<file path="src/rtl/uart_rx_periph.sv">
// 8N1 UART receiver with a small receive FIFO behind a memory-mapped register chunk.
// Define UART_RX_IRQ_EN to generate a registered RX interrupt; otherwise o_IRQ is tied low.
module uart_rx_periph #(
    parameter int ADDR_WIDTH          = 16,
    parameter int ADDR_BITS_PER_CHUCK = 6,
    parameter int ADDR_BLOCK          = 2,
    parameter int CLKS_PER_BIT        = 868,
    parameter int FIFO_DEPTH          = 8
) (
    input  logic                  i_Clk,
    input  logic                  i_Rst,
    input  logic                  i_UART_RX,
    input  logic [ADDR_WIDTH-1:0] i_Addr,
    output logic [31:0]           o_RD,
    input  logic                  i_WE,
    input  logic [3:0]            i_ByteEn,
    input  logic [31:0]           i_WD,
    output logic                  o_IRQ
);

    localparam int OW   = ADDR_BITS_PER_CHUCK;
    localparam int BW   = ADDR_WIDTH - ADDR_BITS_PER_CHUCK;
    localparam int PW   = $clog2(FIFO_DEPTH);
    localparam int NW   = PW + 1;
    localparam int CW   = $clog2(CLKS_PER_BIT + 1);

    localparam logic [BW-1:0] BLOCK_ID   = BW'(ADDR_BLOCK);
    localparam logic [OW-1:0] OFF_DATA   = OW'(0);
    localparam logic [OW-1:0] OFF_STATUS = OW'(1);
    localparam logic [OW-1:0] OFF_CTRL   = OW'(2);
    localparam logic [CW-1:0] CNT_HALF   = CW'(CLKS_PER_BIT / 2);
    localparam logic [CW-1:0] CNT_FULL   = CW'(CLKS_PER_BIT);

    typedef enum logic [1:0] {S_IDLE, S_START, S_DATA, S_STOP} state_t;

    state_t          r_State;
    logic            r_RxMeta;
    logic            r_RxSync;
    logic [1:0]      r_SyncValid;
    logic            r_Armed;
    logic [CW-1:0]   r_ClkCnt;
    logic [2:0]      r_BitIdx;
    logic [7:0]      r_Shift;
    logic            r_PushValid;
    logic [7:0]      r_PushData;
    logic            r_FrameSet;

    logic [7:0]      r_Mem [FIFO_DEPTH];
    logic [PW-1:0]   r_WrPtr;
    logic [PW-1:0]   r_RdPtr;
    logic [NW-1:0]   r_Count;
    logic            r_Overrun;
    logic            r_FrameErr;

    logic            w_Sel;
    logic [OW-1:0]   w_Off;
    logic            w_NotEmpty;
    logic            w_Full;
    logic            w_Pop;
    logic            w_Clr;
    logic            w_DoPush;
    logic            w_OverSet;
    logic [7:0]      w_Head;
    logic [7:0]      w_Count8;
    logic            w_unused;

    assign w_Sel      = (i_Addr[ADDR_WIDTH-1:ADDR_BITS_PER_CHUCK] == BLOCK_ID);
    assign w_Off      = i_Addr[OW-1:0];
    assign w_NotEmpty = (r_Count != '0);
    assign w_Full     = (r_Count == NW'(FIFO_DEPTH));
    assign w_Pop      = w_Sel & i_WE & i_ByteEn[0] & (w_Off == OFF_DATA) & w_NotEmpty;
    assign w_Clr      = w_Sel & i_WE & i_ByteEn[0] & (w_Off == OFF_CTRL);
    assign w_DoPush   = r_PushValid & (~w_Full | w_Pop);
    assign w_OverSet  = r_PushValid & w_Full & ~w_Pop;
    assign w_Head     = w_NotEmpty ? r_Mem[r_RdPtr] : 8'h00;
    assign w_Count8   = 8'(r_Count);
    assign w_unused   = &{1'b0, i_WD[31:4], i_WD[1:0], i_ByteEn[3:1]};

    // r_SyncValid marks when the synchronizer holds real line samples rather than its reset value.
    always_ff @(posedge i_Clk or posedge i_Rst) begin
        if (i_Rst) begin
            r_RxMeta    <= 1'b1;
            r_RxSync    <= 1'b1;
            r_SyncValid <= 2'b00;
        end else begin
            r_RxMeta    <= i_UART_RX;
            r_RxSync    <= r_RxMeta;
            r_SyncValid <= {r_SyncValid[0], 1'b1};
        end
    end

    // r_Armed gates start detection until the line is seen idle after reset or a framing error.
    always_ff @(posedge i_Clk or posedge i_Rst) begin
        if (i_Rst) begin
            r_State     <= S_IDLE;
            r_Armed     <= 1'b0;
            r_ClkCnt    <= '0;
            r_BitIdx    <= '0;
            r_Shift     <= '0;
            r_PushValid <= 1'b0;
            r_PushData  <= '0;
            r_FrameSet  <= 1'b0;
        end else begin
            r_PushValid <= 1'b0;
            r_FrameSet  <= 1'b0;
            if (r_SyncValid[1] && r_RxSync)
                r_Armed <= 1'b1;
            case (r_State)
                S_IDLE: begin
                    if (r_Armed && !r_RxSync) begin
                        r_ClkCnt <= CNT_HALF;
                        r_State  <= S_START;
                    end
                end
                S_START: begin
                    if (r_ClkCnt == CW'(1)) begin
                        if (!r_RxSync) begin
                            r_ClkCnt <= CNT_FULL;
                            r_BitIdx <= '0;
                            r_State  <= S_DATA;
                        end else begin
                            r_State  <= S_IDLE;
                        end
                    end else begin
                        r_ClkCnt <= r_ClkCnt - CW'(1);
                    end
                end
                S_DATA: begin
                    if (r_ClkCnt == CW'(1)) begin
                        r_Shift  <= {r_RxSync, r_Shift[7:1]};
                        r_ClkCnt <= CNT_FULL;
                        if (r_BitIdx == 3'd7)
                            r_State <= S_STOP;
                        else
                            r_BitIdx <= r_BitIdx + 3'd1;
                    end else begin
                        r_ClkCnt <= r_ClkCnt - CW'(1);
                    end
                end
                S_STOP: begin
                    if (r_ClkCnt == CW'(1)) begin
                        if (r_RxSync) begin
                            r_PushValid <= 1'b1;
                            r_PushData  <= r_Shift;
                        end else begin
                            r_FrameSet  <= 1'b1;
                            r_Armed     <= 1'b0;
                        end
                        r_State <= S_IDLE;
                    end else begin
                        r_ClkCnt <= r_ClkCnt - CW'(1);
                    end
                end
                default: r_State <= S_IDLE;
            endcase
        end
    end

    always_ff @(posedge i_Clk) begin
        if (w_DoPush)
            r_Mem[r_WrPtr] <= r_PushData;
    end

    // A push into a full FIFO still lands when a pop frees the head slot in the same cycle.
    always_ff @(posedge i_Clk or posedge i_Rst) begin
        if (i_Rst) begin
            r_WrPtr    <= '0;
            r_RdPtr    <= '0;
            r_Count    <= '0;
            r_Overrun  <= 1'b0;
            r_FrameErr <= 1'b0;
        end else begin
            if (w_DoPush)
                r_WrPtr <= r_WrPtr + PW'(1);
            if (w_Pop)
                r_RdPtr <= r_RdPtr + PW'(1);
            case ({w_DoPush, w_Pop})
                2'b10:   r_Count <= r_Count + NW'(1);
                2'b01:   r_Count <= r_Count - NW'(1);
                default: r_Count <= r_Count;
            endcase
            r_Overrun  <= w_OverSet  | (r_Overrun  & ~(w_Clr & i_WD[2]));
            r_FrameErr <= r_FrameSet | (r_FrameErr & ~(w_Clr & i_WD[3]));
        end
    end

    always_comb begin
        o_RD = '0;
        if (w_Sel) begin
            case (w_Off)
                OFF_DATA:   o_RD = {24'b0, w_Head};
                OFF_STATUS: o_RD = {16'b0, w_Count8, 4'b0, r_FrameErr, r_Overrun, w_Full, w_NotEmpty};
                default:    o_RD = '0;
            endcase
        end
    end

`ifdef UART_RX_IRQ_EN
    logic r_Irq;

    always_ff @(posedge i_Clk or posedge i_Rst) begin
        if (i_Rst)
            r_Irq <= 1'b0;
        else
            r_Irq <= w_NotEmpty | r_Overrun | r_FrameErr;
    end

    assign o_IRQ = r_Irq;
`else
    assign o_IRQ = 1'b0;
`endif

endmodule

</file>
<file path="config.mk">
export PLATFORM = sky130hd
export DESIGN_NAME = uart_rx_periph
export DESIGN_NICKNAME = d
export VERILOG_FILES = /design/src/rtl/uart_rx_periph.sv
export SDC_FILE = /design/constraint.sdc
export NUM_CORES = 1
export LEC_CHECK = 0
export CORE_ASPECT_RATIO = 0.7
export CORE_UTILIZATION = 42
export CTS_CLUSTER_SIZE = 8
export DETAILED_ROUTE_END_ITERATION = 10
export HOLD_SLACK_MARGIN = 0.06
export PLACE_DENSITY_LB_ADDON = 0.05
export SETUP_SLACK_MARGIN = 0.15
export SYNTH_ARGS = -nofsm -noshare
export SYNTH_HDL_FRONTEND = slang
export SYNTH_SLANG_ARGS = --single-unit
</file>
<file path="constraint.sdc">
create_clock -name i_Clk -period 2.1 [get_ports i_Clk]
set_input_delay 0.42 -clock i_Clk [delete_from_list [all_inputs] [get_ports i_Clk]]
set_output_delay 0.42 -clock i_Clk [all_outputs]
set_load 0.05 [all_outputs]
</file>
After elaboration in Yosys (flattened, before gate mapping). Memory sizes are Yosys's and may differ from the RTL's. Index checks and enable logic that the tools add are counted.

Bits in latches: 0. Logic and storage cells: 109. Memory bits (read-only): 0. Memories: 1. RAM bits: 64. Input bits: 56. Output and inout bits: 33. Register bits: 50.

Equality and inequality tests: 20. Multiply operators: 0. Divide/modulo/power cells: 0. Bitwise operators: 19. Order comparisons: 0. Add/sub/neg operators: 6. Shifts and indexed selects: 0. Reduce and logical (&&, ||, !) cells: 13. Muxes and demuxes: 34.

Memories: r_Mem (depth 8, width 8, rd ports 1, clocked after Yosys merged registers in 0, wr ports 1, RTL line 48) `logic [7:0] r_Mem [FIFO_DEPTH];`.

Operators with widths (count): two-way mux 10 bit (5); one-hot mux 10 bit (4 select lines) (1); two-way mux 32 bit (1); one-hot mux 12 bit (2 select lines) (1); != test 2 bit, second input constant (8); bitwise AND 1 bit (12); two-way mux 1 bit (12); two-way mux 2 bit (6); two-way mux 3 bit (4); equality test 10 x 1 -> 1 bit, second input constant (1); equality test 10 x 2 -> 1 bit, second input constant (1); AND reduction 5 bit (2); subtractor 10 x 1 -> 10 bit, second input constant (1); adder 3 x 1 -> 3 bit, second input constant (3); two-way mux 8 bit (1); one-hot mux 2 bit (4 select lines) (1); one-hot mux 4 bit (2 select lines) (1); equality test 2 bit, second input constant (3); equality test 6 x 1 -> 1 bit, second input constant (1); equality test 6 x 2 -> 1 bit, second input constant (1); zero test 6 bit (1); one-hot mux 3 bit (2 select lines) (1); AND reduction 3 bit (2); adder 4 x 1 -> 4 bit, second input constant (1); other kinds (13) (21).

Longest topological paths before layout.
Word-level depth: 9. Mapped depth: 11. Depth with buffers taken out: 10.

Least setup slack after synthesis. No wires, ideal clock.

Kind: reg2out. Start: register r_RdPtr[0]. End: output port o_RD[0]. Slack: -0.562 ns. Stages on the path, launching flop included: 6. Arrival time: 2.242 ns. Required time: 1.680 ns. Path buffers: 1. Cells stage by stage: dfrtp_1 -> buf_2 -> mux4_2 -> nor2b_1 -> a211oi_1 -> nor3b_1.

Word-level cells in the longest chain between the ends: 4.

Ends and longest elaborated chain: start, declared (RTL line 50) `logic [PW-1:0] r_RdPtr;`; start signal, assigned (RTL line 176) `r_RdPtr <= r_RdPtr + PW'(1);`; memory read (8 x 8 bit); two-way mux 8 bit (RTL line 75) `assign w_Head = w_NotEmpty ? r_Mem[r_RdPtr] : 8'h00;`; one-hot mux 12 bit (2 select lines) (RTL line 190) `case (w_Off)`; two-way mux 32 bit (RTL line 189) `if (w_Sel) begin`; end, declared (RTL line 14) `output logic [31:0] o_RD,`.

No other way between the ends.

Worst setup path after layout.
Start: register r_RdPtr[0]. End: output port o_RD[3].

The elaborated chain is that of the path after synthesis.

==> impl_metrics.csv <==
group,metric,value,unit
clocking,cts_sinks,114,
cells_and_area,layout-drive-gt1-share,45.2,%
yosys,synth_top_family_by_area,"multiplexers",
run_status,violations,"negative setup slack",
yosys,muxShareOfSynthArea,13.1,%
timing,layout_min_cycle_time,2.47,ns
grt,antenna_found_initial,0,
routing,ant_nets,0,
clocking,clk_path_buf_depth,2,
timing,layout_setup_ws,-0.371,ns
power_and_ir_drop,p_leak,2.97,nW
routing,drc,0,
yosys,syn_area,0.00540,mm²
routing,drt-initial-drc-count,195,
yosys,synth_adder_area_share,2.78,%
die,start_util,43.3,%
place,io_buffers,34,
yosys,synth_edf_count,64,
critical_path,critical_path.endpoint_type,"output pin",
cells_and_area,num-fill-cells,981,
clocking,root_buffer,"clkbuf_16",
timing,worstMarginPinSlew,0.659,ns
clocking,h-tree-depth,4,
cells_and_area,layout.nets,559,
cells_and_area,area_growth,39.0,%
power_and_ir_drop,power.density,932,mW/mm²
critical_path,crit_fanout,7,
die,core_area,0.0125,mm²
yosys,avgSynthCellArea,13.7,µm²
run_status,outcome,"finished, violations left",
clocking,clkTransAtPathRegs,0.05,ns
routing,wl_per_cell,17.4,µm
yosys,synth_compound_area_share,6.86,%
routing,drt_wl_total,11.6,mm
critical_path,crit_required,1.68,ns
clocking,cts_buffers,17,
yosys,yosys_warnings,0,
yosys,synth.distinct_cells,62,
die,fp.dieH,96.8,µm
timing,rsz0062_at_grt,"true",
clocking,cts_hold_buf,0,
place,pre_cts_slack,-0.726,ns
timing,fin_worst_skew,0.00767,ns
place,gp_congestion,0.838,
timing,setup_viol,12,
routing,vias,3444,
timing,hold_violations,0,
timing,max_freq,0.405,GHz
critical_path,startpoint_type,"register",
grt,first_global_vias,3375,
grt,grt_usage,18.9,%
routing,first_pass_iters,4,
die,top_level_ports,89,
worst_hold_path,hold_path.class,"primary input to asynchronous set/reset pin",
clocking,cts_tree,"yes",
grt,grt_max_degree,33,
yosys,synthFlopType,"edfxtp_1",
die,fp.dieW,137,µm
grt,grt_pass1_wl,18.4,mm
die,num_rows,34,
cells_and_area,diodes,0,
yosys,synth_seq_area_share,58.9,%
yosys,synthXorXnorAreaFrac,0.974,%
critical_path,path_class,"register to output pin",
yosys,async_flop_share,43.9,%
timing,report.final.slew_viol_count,0,
yosys,ys_seq_elements,114,
place,hpwl,7.96,mm
cells_and_area,fin_util,60.1,%
yosys,yosys.area_share.simple,12.2,%
power_and_ir_drop,ir_worst_vdd,0.716,mV
run,maxCapViolCount,0,
die,die_area,0.0133,mm²
timing,min_period_over_period,118,%
timing,slew_headroom,55.6,%
routing,via_per_inst,5.17,
critical_path,worst_ep_arrival_time,2.05,ns
yosys,synth_cells,393,
clocking,clk_latency,0.41,ns
grt,grt_overflow,0,
critical_path,reg2reg_depth,10,
## placed cells by master, fill, tap and decap left out, types with 5 or more instances in the layout
cell and n:
mux4_2 16, edfxtp_1 64, nor2_2 5, inv_1 6, dlygate4sd2_1 5, nand2_1 22
conb_1 22, mux2i_1 5, clkbuf_16 20, a21oi_1 13, buf_6 9, buf_12 21
mux2_2 12, buf_4 45, mux2_4 8, o21ai_0 7, nor3_1 5, ha_1 8
nor2_1 21, nand3_1 6, and3_4 6, buf_2 5, dfrtp_1 46, nor3_2 5
## synthesized netlist by cell type, drive strengths merged (9+ instances only)
cell	n	area, µm²
nand3	9	50.1
nor2	30	113
ha	12	150
o21ai	10	57.6
mux2i	9	90.1
a21oi	16	80.1
nor3	14	75.1
nand2	28	108
mux2	20	255
mux4	16	360
dfrtp	48	1200
edfxtp	64	1920
buf	28	220
## worst paths after layout
check / startpoint / endpoint / slack [ns]
setup / recovery: r_RdPtr[0]$_DFFE_PP0N_ / o_RD[3] / -0.37
hold / removal: i_Rst / r_Count[3]$_DFFE_PP0P_ / 0.29
setup reg to reg: r_Count[0]$_DFFE_PP0P_ / r_Count[2]$_DFFE_PP0P_ / 0.18
hold reg to reg: r_SyncValid[0]$_DFF_PP0_ / r_SyncValid[1]$_DFF_PP0_ / 0.34
max in group asynchronous: i_Rst / r_RxSync$_DFF_PP1_ / 1.29
min in group i_Clk: r_SyncValid[0]$_DFF_PP0_ / r_SyncValid[1]$_DFF_PP0_ / 0.34
## state kept, by name, indices dropped and copies added, names as in the netlist, named ones only
register	cells
r_PushValid	1
r_FrameSet	1
r_RxSync	1
r_SyncValid	2
r_Shift	8
r_BitIdx	3
r_ClkCnt	10
r_Armed	1
r_WrPtr	3
r_Overrun	1
r_Count	4
r_RxMeta	1
r_PushData	8
r_Mem	64
r_FrameErr	1
r_State	1
r_RdPtr	3
## final cells by class
cell class / instances / area [µm²] / area share, %
multi-input cells: 257 / 2450 / 32.7
repair buffers: 93 / 1000 / 13.4
well taps: 162 / 203 / 2.70
clock buffers: 25 / 539 / 7.19
inverters: 8 / 30.0 / 0.401
flip-flops and latches: 114 / 3180 / 42.4
clock inverters: 7 / 91.3 / 1.22
## where the power goes
part | internal, W | switching, W | total, W
combinational | 0.000574 | 0.000799 | 0.00137
sequential | 0.00248 | 0.000148 | 0.00262
clock | 0.00202 | 0.000967 | 0.00299
## timing repair
item                       4_1_cts  5_1_grt
gates resized for setup         81       32
pin swaps                       23       17
setup buffers                    8        5
gates cloned                     0        1
setup endpoints to repair       79      106
## worst max-delay path, stage by stage (launching register included)
cell and delay [ns]:
dfrtp_2 0.43, buf_12 0.15, mux4_2 0.52, mux2i_2 0.18
buf_4 0.15, o2bb2ai_4 0.06, buf_12 0.15
## routing by layer
metal	track usage, %	share of wire [%]
met1	29.0	49
met2	25.8	43
met3	5.61	6.5
met4	4.82	0.91
met5	0	0
## through the flow
step | hold slack [ns] | power [W] | setup TNS [ns] | std cells | cell area (µm²)
3_3_place_gp | 0.335 | 0.00387 | -39.94 | 620 | 6530
4_1_cts | 0.284 | 0.00691 | -3.58 | 660 | 7320
6_report | 0.290 | 0.00698 | -2.88 | 666 | 7500
3_5_place_dp | 0.336 | 0.00389 | -42.80 | 620 | 6530
2_1_floorplan | 0.331 | 0.00358 | -0.287 | 413 | 5670
5_1_grt | 0.307 | 0.00733 | -3.92 | 666 | 7500
## cells by family (layout without fill, tap and decap cells)
kind of cell / count (synthesis) / after routing
flip-flops: 114 / 114
AO/OA/AOI/OAI: 54 / 54
AND/OR/NAND/NOR: 117 / 118
buffers and inverters: 43 / 133
other: 2 / 22
XOR/XNOR: 6 / 6
multiplexers: 45 / 45
adder cells (fa/ha/maj): 12 / 12
No activity file was read; power rests on OpenSTA's default activity.
